===== config.mk =====
export PLATFORM = sky130hd
export DESIGN_NAME = aipp_phase_lock_sequencer
export DESIGN_NICKNAME = d
export VERILOG_FILES = /design/src/rtl/aipp_clk_pkg.sv /design/src/rtl/aipp_consec_counter.sv /design/src/rtl/aipp_phase_lock_sequencer.sv
export SDC_FILE = /design/constraint.sdc
export NUM_CORES = 1
export LEC_CHECK = 0
export CAP_MARGIN = 10
export CORE_MARGIN = 2
export CORE_UTILIZATION = 25
export CTS_CLUSTER_DIAMETER = 100
export DETAILED_ROUTE_END_ITERATION = 10
export DONT_BUFFER_PORTS = 1
export SETUP_SLACK_MARGIN = 0.1
export SYNTH_ARGS = -nofsm -noshare
export SYNTH_HDL_FRONTEND = slang
export SYNTH_HIERARCHICAL = 1
export SYNTH_SLANG_ARGS = --single-unit

===== constraint.sdc =====
create_clock -name clk_local_ref -period 2.94 [get_ports clk_local_ref]
set_input_delay 0.588 -clock clk_local_ref [delete_from_list [all_inputs] [get_ports clk_local_ref]]
set_output_delay 0.588 -clock clk_local_ref [all_outputs]
set_load 0.02 [all_outputs]

===== src/rtl/aipp_clk_pkg.sv =====
// Shared definitions for the Clock-over-Light phase lock sequencer: state
// encodings, default phase error bound and a width helper.
package aipp_clk_pkg;

  localparam logic [2:0] SEQ_IDLE       = 3'd0;
  localparam logic [2:0] SEQ_ACQUIRE    = 3'd1;
  localparam logic [2:0] SEQ_RETRY_WAIT = 3'd2;
  localparam logic [2:0] SEQ_LOCKED     = 3'd3;
  localparam logic [2:0] SEQ_HOLDOVER   = 3'd4;
  localparam logic [2:0] SEQ_FAULT      = 3'd5;

  localparam logic [15:0] ERR_THRESH_DEFAULT = 16'd50;

  // Bits needed to hold 0..value-1; never less than one bit.
  function automatic int clog2(input int value);
    int w;
    w = 1;
    while ((w < 31) && ((32'd1 << w) < value)) begin
      w = w + 1;
    end
    return w;
  endfunction

endpackage


===== src/rtl/aipp_consec_counter.sv =====
// Consecutive-condition counter: counts cycles of cond while enabled, clears on
// !cond or clr, and flags the TERM-th consecutive cycle.
module aipp_consec_counter
  import aipp_clk_pkg::*;
#(
  parameter int TERM = 16
) (
  input  logic clk,
  input  logic rst_n,
  input  logic clr,
  input  logic cond,
  output logic hit
);

  localparam int W = clog2(TERM);
  localparam logic [W-1:0] LAST = W'(TERM - 1);

  logic [W-1:0] cnt_r;

  assign hit = !clr && cond && (cnt_r == LAST);

  // Run-length register; holds at LAST so it can never wrap.
  always_ff @(posedge clk or negedge rst_n) begin
    if (!rst_n) begin
      cnt_r <= '0;
    end else if (clr || !cond) begin
      cnt_r <= '0;
    end else if (cnt_r != LAST) begin
      cnt_r <= cnt_r + W'(1);
    end else begin
      cnt_r <= cnt_r;
    end
  end

endmodule


===== src/rtl/aipp_phase_lock_sequencer.sv =====
// Acquisition / lock / holdover sequencer for the coherent phase recovery DPLL.
// Optional statistics outputs are built when AIPP_PHASE_STATS_EN is defined.
module aipp_phase_lock_sequencer
  import aipp_clk_pkg::*;
#(
  parameter int          ACQ_TIMEOUT     = 4096,
  parameter int          LOCK_STABLE_CYC = 256,
  parameter int          UNLOCK_FILTER   = 8,
  parameter int          MAX_RETRIES     = 3,
  parameter int          RETRY_GAP       = 16,
  parameter int          HOLDOVER_CYC    = 1024,
  parameter logic [15:0] ERR_THRESH      = ERR_THRESH_DEFAULT
) (
  input  logic        clk_local_ref,
  input  logic        rst_n,
  input  logic        start,
  input  logic        phase_locked,
  input  logic [15:0] phase_error,
  output logic        lock_enable,
  output logic        clk_sel,
  output logic        ready,
  output logic        fault,
  output logic [2:0]  seq_state,
  output logic [1:0]  retry_cnt,
  output logic [7:0]  lock_lost_cnt
`ifdef AIPP_PHASE_STATS_EN
  ,
  output logic [15:0] peak_phase_error,
  output logic [31:0] locked_cycles
`endif
);

  localparam int ACQ_W  = clog2(ACQ_TIMEOUT);
  localparam int GAP_W  = clog2(RETRY_GAP);
  localparam int HOLD_W = clog2(HOLDOVER_CYC);
  localparam logic [ACQ_W-1:0]  ACQ_LAST   = ACQ_W'(ACQ_TIMEOUT - 1);
  localparam logic [GAP_W-1:0]  GAP_LAST   = GAP_W'(RETRY_GAP - 1);
  localparam logic [HOLD_W-1:0] HOLD_LAST  = HOLD_W'(HOLDOVER_CYC - 1);
  localparam logic [1:0]        RETRY_LAST = 2'(MAX_RETRIES - 1);

  logic              q_s;
  logic [2:0]        state_r;
  logic [2:0]        state_s;
  logic [1:0]        retry_s;
  logic [ACQ_W-1:0]  acq_timer_r;
  logic [GAP_W-1:0]  gap_timer_r;
  logic [HOLD_W-1:0] hold_timer_r;
  logic              stable_hit_s;
  logic              loss_hit_s;
  logic              relock_hit_s;

  assign q_s       = phase_locked && (phase_error < ERR_THRESH);
  assign seq_state = state_r;

  aipp_consec_counter #(.TERM(LOCK_STABLE_CYC)) u_stable (
    .clk(clk_local_ref), .rst_n(rst_n), .clr(state_r != SEQ_ACQUIRE),
    .cond(q_s), .hit(stable_hit_s)
  );

  aipp_consec_counter #(.TERM(UNLOCK_FILTER)) u_loss (
    .clk(clk_local_ref), .rst_n(rst_n), .clr(state_r != SEQ_LOCKED),
    .cond(!q_s), .hit(loss_hit_s)
  );

  aipp_consec_counter #(.TERM(UNLOCK_FILTER)) u_relock (
    .clk(clk_local_ref), .rst_n(rst_n), .clr(state_r != SEQ_HOLDOVER),
    .cond(q_s), .hit(relock_hit_s)
  );

  // Next-state and retry bookkeeping; start low overrides everything.
  always_comb begin
    state_s = state_r;
    retry_s = retry_cnt;
    if (!start) begin
      state_s = SEQ_IDLE;
      retry_s = 2'd0;
    end else begin
      case (state_r)
        SEQ_IDLE: begin
          state_s = SEQ_ACQUIRE;
          retry_s = 2'd0;
        end
        SEQ_ACQUIRE: begin
          if (stable_hit_s) begin
            state_s = SEQ_LOCKED;
          end else if (acq_timer_r == ACQ_LAST) begin
            if (retry_cnt == RETRY_LAST) begin
              state_s = SEQ_FAULT;
            end else begin
              state_s = SEQ_RETRY_WAIT;
              retry_s = retry_cnt + 2'd1;
            end
          end else begin
            state_s = SEQ_ACQUIRE;
          end
        end
        SEQ_RETRY_WAIT: begin
          if (gap_timer_r == GAP_LAST) begin
            state_s = SEQ_ACQUIRE;
          end else begin
            state_s = SEQ_RETRY_WAIT;
          end
        end
        SEQ_LOCKED: begin
          if (loss_hit_s) begin
            state_s = SEQ_HOLDOVER;
          end else begin
            state_s = SEQ_LOCKED;
          end
        end
        SEQ_HOLDOVER: begin
          if (relock_hit_s) begin
            state_s = SEQ_LOCKED;
          end else if (hold_timer_r == HOLD_LAST) begin
            state_s = SEQ_ACQUIRE;
            retry_s = 2'd0;
          end else begin
            state_s = SEQ_HOLDOVER;
          end
        end
        SEQ_FAULT: begin
          state_s = SEQ_FAULT;
        end
        default: begin
          state_s = SEQ_IDLE;
          retry_s = 2'd0;
        end
      endcase
    end
  end

  // State, per-visit timers (cleared whenever the state is left) and registered outputs.
  always_ff @(posedge clk_local_ref or negedge rst_n) begin
    if (!rst_n) begin
      state_r       <= SEQ_IDLE;
      retry_cnt     <= 2'd0;
      acq_timer_r   <= '0;
      gap_timer_r   <= '0;
      hold_timer_r  <= '0;
      lock_enable   <= 1'b0;
      clk_sel       <= 1'b0;
      ready         <= 1'b0;
      fault         <= 1'b0;
      lock_lost_cnt <= 8'd0;
    end else begin
      state_r      <= state_s;
      retry_cnt    <= retry_s;
      acq_timer_r  <= (state_r == SEQ_ACQUIRE && state_s == SEQ_ACQUIRE) ? acq_timer_r + ACQ_W'(1) : '0;
      gap_timer_r  <= (state_r == SEQ_RETRY_WAIT && state_s == SEQ_RETRY_WAIT) ? gap_timer_r + GAP_W'(1) : '0;
      hold_timer_r <= (state_r == SEQ_HOLDOVER && state_s == SEQ_HOLDOVER) ? hold_timer_r + HOLD_W'(1) : '0;
      lock_enable  <= (state_s == SEQ_ACQUIRE) || (state_s == SEQ_LOCKED) || (state_s == SEQ_HOLDOVER);
      clk_sel      <= (state_s == SEQ_LOCKED) || (state_s == SEQ_HOLDOVER);
      ready        <= (state_s == SEQ_LOCKED);
      fault        <= (state_s == SEQ_FAULT);
      if (state_r == SEQ_LOCKED && state_s == SEQ_HOLDOVER && lock_lost_cnt != 8'hFF) begin
        lock_lost_cnt <= lock_lost_cnt + 8'd1;
      end else begin
        lock_lost_cnt <= lock_lost_cnt;
      end
    end
  end

`ifdef AIPP_PHASE_STATS_EN
  // Peak phase error per LOCKED visit and saturating LOCKED residency count.
  always_ff @(posedge clk_local_ref or negedge rst_n) begin
    if (!rst_n) begin
      peak_phase_error <= 16'd0;
      locked_cycles    <= 32'd0;
    end else begin
      if (state_r != SEQ_LOCKED && state_s == SEQ_LOCKED) begin
        peak_phase_error <= 16'd0;
      end else if (state_r == SEQ_LOCKED && phase_error > peak_phase_error) begin
        peak_phase_error <= phase_error;
      end else begin
        peak_phase_error <= peak_phase_error;
      end
      if (state_r == SEQ_LOCKED && locked_cycles != 32'hFFFF_FFFF) begin
        locked_cycles <= locked_cycles + 32'd1;
      end else begin
        locked_cycles <= locked_cycles;
      end
    end
  end
`endif

endmodule


**After elaboration in Yosys (flattened, before gate mapping)**

Cells that the tools add are included.

- Bits in registers: 57
- Logic and storage cells: 105
- Input port bits: 20

- Reduce and logical (&&, ||, !) cells: 28
- Equal/unequal tests: 30
- $add $sub $neg: 8
- $lt $le $gt $ge: 1
- Muxes and demuxes: 25

Operators with widths:

| cell | number |
|---|---|
| $mux 3 | 11 |
| $ne 3x3->1 const B | 8 |
| $eq 3x3->1 const B | 6 |
| $pmux 3 s6 | 1 |
| $add 8x1->8 const B | 2 |
| $lt 16x6->1 const B | 1 |
| $mux 8 | 2 |
| $ne 8x8->1 const B | 2 |
| $mux 2 | 7 |
| $add 12x1->12 const B | 1 |
| $eq 12x12->1 const B | 1 |
| $eq 3x2->1 const B | 4 |
| $logic_and 1x1->1 | 12 |
| $mux 12 | 1 |
| $add 10x1->10 const B | 1 |
| $eq 10x10->1 const B | 1 |
| $mux 10 | 1 |
| $eq 8x8->1 const B | 1 |
| $add 3x1->3 const B | 2 |
| $eq 3x1->1 const B | 2 |
| $logic_or 1x1->1 | 6 |
| $pmux 2 s3 | 1 |
| $reduce_and 6->1 | 1 |
| $reduce_bool 2->1 | 3 |
| other kinds (11) | 14 |

**Longest topological paths before layout**

- Depth in word-level cells: 11
- Depth in mapped cells: 10
- Gate-level depth less buffers: 10

**Hierarchy**

Netlist, hierarchy kept.

By module, submodules not included:

| module | instances | seq. area each (um^2) | cells an instance | area an instance (um^2) |
|---|---|---|---|---|
| aipp_phase_lock_sequencer | 1 | 1076.0 | 216 | 2278.4 |
| aipp_consec_counter at u_stable | 1 | 200.2 | 42 | 436.7 |
| aipp_consec_counter at u_loss ... | 2 | 75.1 | 14 | 153.9 |

**Worst setup path after synthesis**

OpenSTA, ideal clock, no wires.

- Path kind: input -> register
- Start point: in phase_error[3]
- End point: reg clk_sel
- Buffers on the path: 0
- Setup slack: 0.478 ns
- Stages: 10
- Required time: 2.819 ns
- Library setup time: 0.121 ns
- Data arrival time: 2.342 ns
- Cells stage by stage: o311ai_0 -> nand4_1 -> inv_1 -> nand2b_1 -> nor2_1 -> nor4b_1 -> a41oi_1 -> nor2_1 -> a221o_2 -> a22o_1

RTL lines:

| what | line | source |
|---|---|---|
| start, declared | aipp_phase_lock_sequencer.sv:18 | `input logic [15:0] phase_error,` |
| $lt 16x6->1 * | aipp_phase_lock_sequencer.sv:52 | `assign q_s = phase_locked && (phase_error < ERR_THRESH);` |
| $logic_and 1x1->1 * | aipp_phase_lock_sequencer.sv:52 |  |
| net q_s | aipp_phase_lock_sequencer.sv:41 | `logic q_s;` |
| $logic_and 1x1->1 * (2 in a row) | aipp_consec_counter.sv:20 | `assign hit = !clr && cond && (cnt_r == LAST);` |
| net stable_hit_s | aipp_phase_lock_sequencer.sv:48 | `logic stable_hit_s;` |
| $mux 3 * | aipp_phase_lock_sequencer.sv:84 | `if (stable_hit_s) begin` |
| $pmux 3 s6 * | aipp_phase_lock_sequencer.sv:78 | `case (state_r)` |
| $mux 3 * | aipp_phase_lock_sequencer.sv:74 | `if (!start) begin` |
| $eq 3x2->1 / $eq 3x3->1 (equally long branches) | aipp_phase_lock_sequencer.sv:152 | `clk_sel <= (state_s == SEQ_LOCKED) \|\| (state_s == SEQ_HOLDOVER);` |
| $logic_or 1x1->1 * | aipp_phase_lock_sequencer.sv:152 |  |
| end signal, assigned | aipp_phase_lock_sequencer.sv:152 |  |
| end, declared | aipp_phase_lock_sequencer.sv:20 | `output logic clk_sel,` |

The timed path passes the listed nets; every way through them passes the cells marked *.
A chain may end at the register's enable or synchronous reset.

**Final worst setup path**

- Start point: reg state_r[1], in the netlist seq_state[1]
- End point: reg acq_timer_r[10]

- Cells in the longest elaborated chain, start to end: 10

Ends and longest elaborated chain:

| what | line | source |
|---|---|---|
| start, declared | aipp_phase_lock_sequencer.sv:42 | `logic [2:0] state_r;` |
| start signal, assigned | aipp_phase_lock_sequencer.sv:146 | `state_r <= state_s;` |
| $ne 3x1->1 | aipp_phase_lock_sequencer.sv:56 | `.clk(clk_local_ref), .rst_n(rst_n), .clr(state_r != SEQ_ACQUIRE),` |
| $logic_not 1->1 | aipp_consec_counter.sv:20 |  |
| $logic_and 1x1->1 (2 in a row) | aipp_consec_counter.sv:20 |  |
| net stable_hit_s | aipp_phase_lock_sequencer.sv:48 |  |
| $mux 3 | aipp_phase_lock_sequencer.sv:84 |  |
| $pmux 3 s6 | aipp_phase_lock_sequencer.sv:78 |  |
| $mux 3 | aipp_phase_lock_sequencer.sv:74 |  |
| $eq 3x1->1 | aipp_phase_lock_sequencer.sv:148 | `acq_timer_r <= (state_r == SEQ_ACQUIRE && state_s == SEQ_ACQUIRE) ? acq_timer_r + ACQ_W'(1) : '0;` |
| $logic_and 1x1->1 | aipp_phase_lock_sequencer.sv:148 |  |
| $mux 12 | aipp_phase_lock_sequencer.sv:148 |  |
| end signal, assigned | aipp_phase_lock_sequencer.sv:148 |  |
| end, declared | aipp_phase_lock_sequencer.sv:45 | `logic [ACQ_W-1:0] acq_timer_r;` |

The timed path passes the listed nets, and every way through them passes these cells.

==> results.py <==
metrics = {
    "routing": {
        "drc_errors": 0,
        "drtAntennaViolNets": 0,
        "dr.pass1.iters": 4,
        "vias": 2074,
        "routed_via_density": 4.61,
        "post_drt_wl_per_cell_um": 12.5,
        "detail_route.wirelength_um": 5610,
        "drt_iter0_markers": 58,
    },
    "die": {
        "io_pins": 37,
        "initial_core_util_pct": 25.4,
        "die_area_um2": 13000,
        "core_area_um2": 11900,
        "rows": 40,
        "die_w_um": 114,
        "dieHeight_um": 114,
    },
    "clock_network": {
        "htreeDepth": 3,
        "numCtsBuffers": 9,
        "postCtsResizedCells": 0,
        "cts.clk_slew.worst_paths_ns": 0.05,
        "cts.sinks": 57,
        "cts-root-buf": "clkbuf_16",
        "cts_hold_buf": 1,
        "cts_setup_buffers": 0,
        "clkLatencyLatePin_ns": 0.32,
        "cts_buffer_depth": 2,
        "cts_tree": "done",
    },
    "cells_and_area": {
        "multi_input_area_um2": 1500,
        "final_nets": 330,
        "drive_gt1_share_pct": 17.8,
        "fill_cells": 1229,
        "seq_area_um2": 1430,
        "syn2layout_area_growth_pct": 16.5,
        "antennaDiodeCount": 0,
    },
    "yosys": {
        "syn_area_um2": 3020,
        "yosysSeqAreaShare_pct": 47.2,
        "synth_top_flop_cell": "dfrtp_1",
        "ys_seq_elements": 57,
        "synth.avg_cell_area_um2": 10.6,
        "postSynthCellCount": 286,
        "synth-edff-count": 0,
        "ys_types": 60,
        "ys_warn_count": 6,
        "async_reset_ff_share_pct": 100,
        "syn_nets": 316,
    },
    "critical_path": {
        "crit_fanout": 12,
        "required_ns": 3.19,
        "cp-start-kind": "flop",
        "arrival_ns": 2.71,
        "crit_type": "reg2reg",
        "worstSetupEndpointType": "flop",
    },
    "timing": {
        "fin_skew_ns": 0.00501,
        "worstMarginPinSlew_ns": 0.396,
        "setup_tns_ns": 0,
        "max_freq_mhz": 407,
        "hold_viol": 0,
        "final-max-slew-violation-count": 0,
        "holdWs_ns": 0.137,
        "timing.final.ws_setup_ns": 0.485,
        "setup_viol": 0,
        "rsz0062_at_grt": "false",
        "min_period_ns": 2.46,
        "post-route-period-util_pct": 83.5,
        "relSlewSlack_pct": 73.6,
    },
    "global_routing": {
        "track_usage_pct": 9.38,
        "grt_first_pass_wirelength_um": 9610,
        "grt_overflow_total": 0,
        "grt_antenna_before_repair": 0,
        "grt_pass1_vias": 2099,
        "grt_max_degree": 58,
    },
    "min_path": {
        "hold_class": "in2async",
    },
    "place": {
        "hpwl_um": 4010,
        "place.gp.congestion": 0.791,
        "io_buffers": 0,
        "post-place-ws_ns": 0.216,
    },
    "run": {
        "cap_violations": 0,
    },
    "power": {
        "power.density_nw_per_um2": 520,
        "power.total_w": 0.00183,
        "leakagePower_nw": 1.51,
        "peakVddDrop_uv": 254,
    },
    "outcome": {
        "status": "finished, final reports clean",
    },
}
==> registers in the layout, indices dropped and copies added (netlist names) <==
name / count
seq_state: 3
gap_timer_r: 4
acq_timer_r: 12
hold_timer_r: 10
clk_sel: 1
retry_cnt: 2
u_loss/cnt_r: 3
ready: 1
fault: 1
u_stable/cnt_r: 8
u_relock/cnt_r: 3
lock_enable: 1
lock_lost_cnt: 8
==> logic make-up (layout without fill, tap and decap cells) <==
logic type / after synthesis / in the layout / synth area share [%]
compound gates: 29 / 29 / 7.41
mux: 7 / 7 / 2.36
fa+ha+maj: 10 / 10 / 4.14
xor+xnor: 28 / 28 / 8.11
simple gates: 138 / 138 / 27.6
buf+inv: 17 / 34 / 3.15
flops: 57 / 57 / 47.2
==> path summary, 6_finish.rpt <==
path,to,from,cells after the start,slack [ns]
min in group clk_local_ref,retry_cnt[0]$_DFFE_PN0P_,start,2,0.46
max in group asynchronous,lock_lost_cnt[5]$_DFFE_PN0P_,rst_n,1,2.57
min,gap_timer_r[2]$_DFF_PN0_,rst_n,1,0.14
max reg2reg,acq_timer_r[10]$_DFF_PN0_,seq_state[1]$_DFF_PN0_,9,0.48
min reg2reg,gap_timer_r[0]$_DFF_PN0_,gap_timer_r[0]$_DFF_PN0_,1,0.46
max,acq_timer_r[10]$_DFF_PN0_,seq_state[1]$_DFF_PN0_,9,0.48
==> cell usage in the layout, fill, tap and decap left out, types with 4 or more instances in the layout <==
| cell type | netlist | final |
|---|---|---|
| nor2_2 | 9 | 9 |
| nand3_1 | 15 | 15 |
| dfrtp_1 | 57 | 57 |
| o21ai_0 | 5 | 5 |
| and4_1 | 6 | 6 |
| mux2i_1 | 6 | 6 |
| inv_1 | 12 | 12 |
| ha_1 | 10 | 10 |
| clkbuf_16 | 0 | 9 |
| a21oi_1 | 4 | 4 |
| nor3_1 | 5 | 5 |
| nand2_1 | 17 | 17 |
| xnor2_1 | 12 | 12 |
| nand4_1 | 12 | 12 |
| xor2_1 | 16 | 16 |
| nor2_1 | 34 | 34 |
| buf_4 | 0 | 7 |
==> stage by stage <==
stage | cell area [um2] | util (%) | cells
after detailed placement | 3210 | 26.9 | 435
after global placement | 3210 | 26.9 | 435
after global routing | 3520 | 29.6 | 450
final | 3520 | 29.6 | 450
after CTS | 3520 | 29.6 | 450
after floorplan | 3020 | - | 286
==> layout make-up <==
cell class	count	area share [%]
Inverter	12	1.28
Multi-Input combinational cell	212	42.6
Clock buffer	11	6.89
Timing Repair Buffer	8	2.27
Sequential cell	57	40.5
Tap cell	147	5.22
Clock inverter	3	1.21
==> worst max-delay path, cell delays in order (launching register included) <==
cell and delay, ns:
dfrtp_1 0.46, nor3b_2 0.38, inv_1 0.09, nand2b_1 0.24, nor2_1 0.20, buf_4 0.15
and3b_1 0.18, a2bb2oi_2 0.22, nand2_2 0.27, nor2_2 0.18
==> power breakdown <==
group / leakage, nW / internal [W] / switching, W
logic: 0.587 / 0.0000114 / 0.0000287
clock network: 0.137 / 0.000666 / 0.000332
registers: 0.786 / 0.000789 / 0.00000282
==> routing by layer <==
metal  up-vias  GRT usage, %  wire [um]
met5         -             0          0
met2        35          15.8       2730
met3         7          3.24        177
met1       991          11.0       2610
li1       1041             -          -
met4         0          3.66         95
==> cells in the mapped netlist (3+ instances only) <==
cell type,instances,area (um2)
dfrtp_1,57,1430
nor2_1,34,128
nand2_1,17,63.8
xor2_1,16,140
nand3_1,15,75.1
inv_1,12,45.0
nand4_1,12,75.1
xnor2_1,12,105
ha_1,10,125
nor2_2,9,56.3
and4_1,6,52.6
mux2i_1,6,60.1
nor3_1,5,25.0
o21ai_0,5,25.0
a21oi_1,4,20.0
buf_6,4,45.0
a31oi_1,3,18.8
and3_1,3,18.8
nand2b_1,3,18.8
nor3b_1,3,22.5
nor4_1,3,18.8
Note: power is estimated with default switching activity, not from simulation.
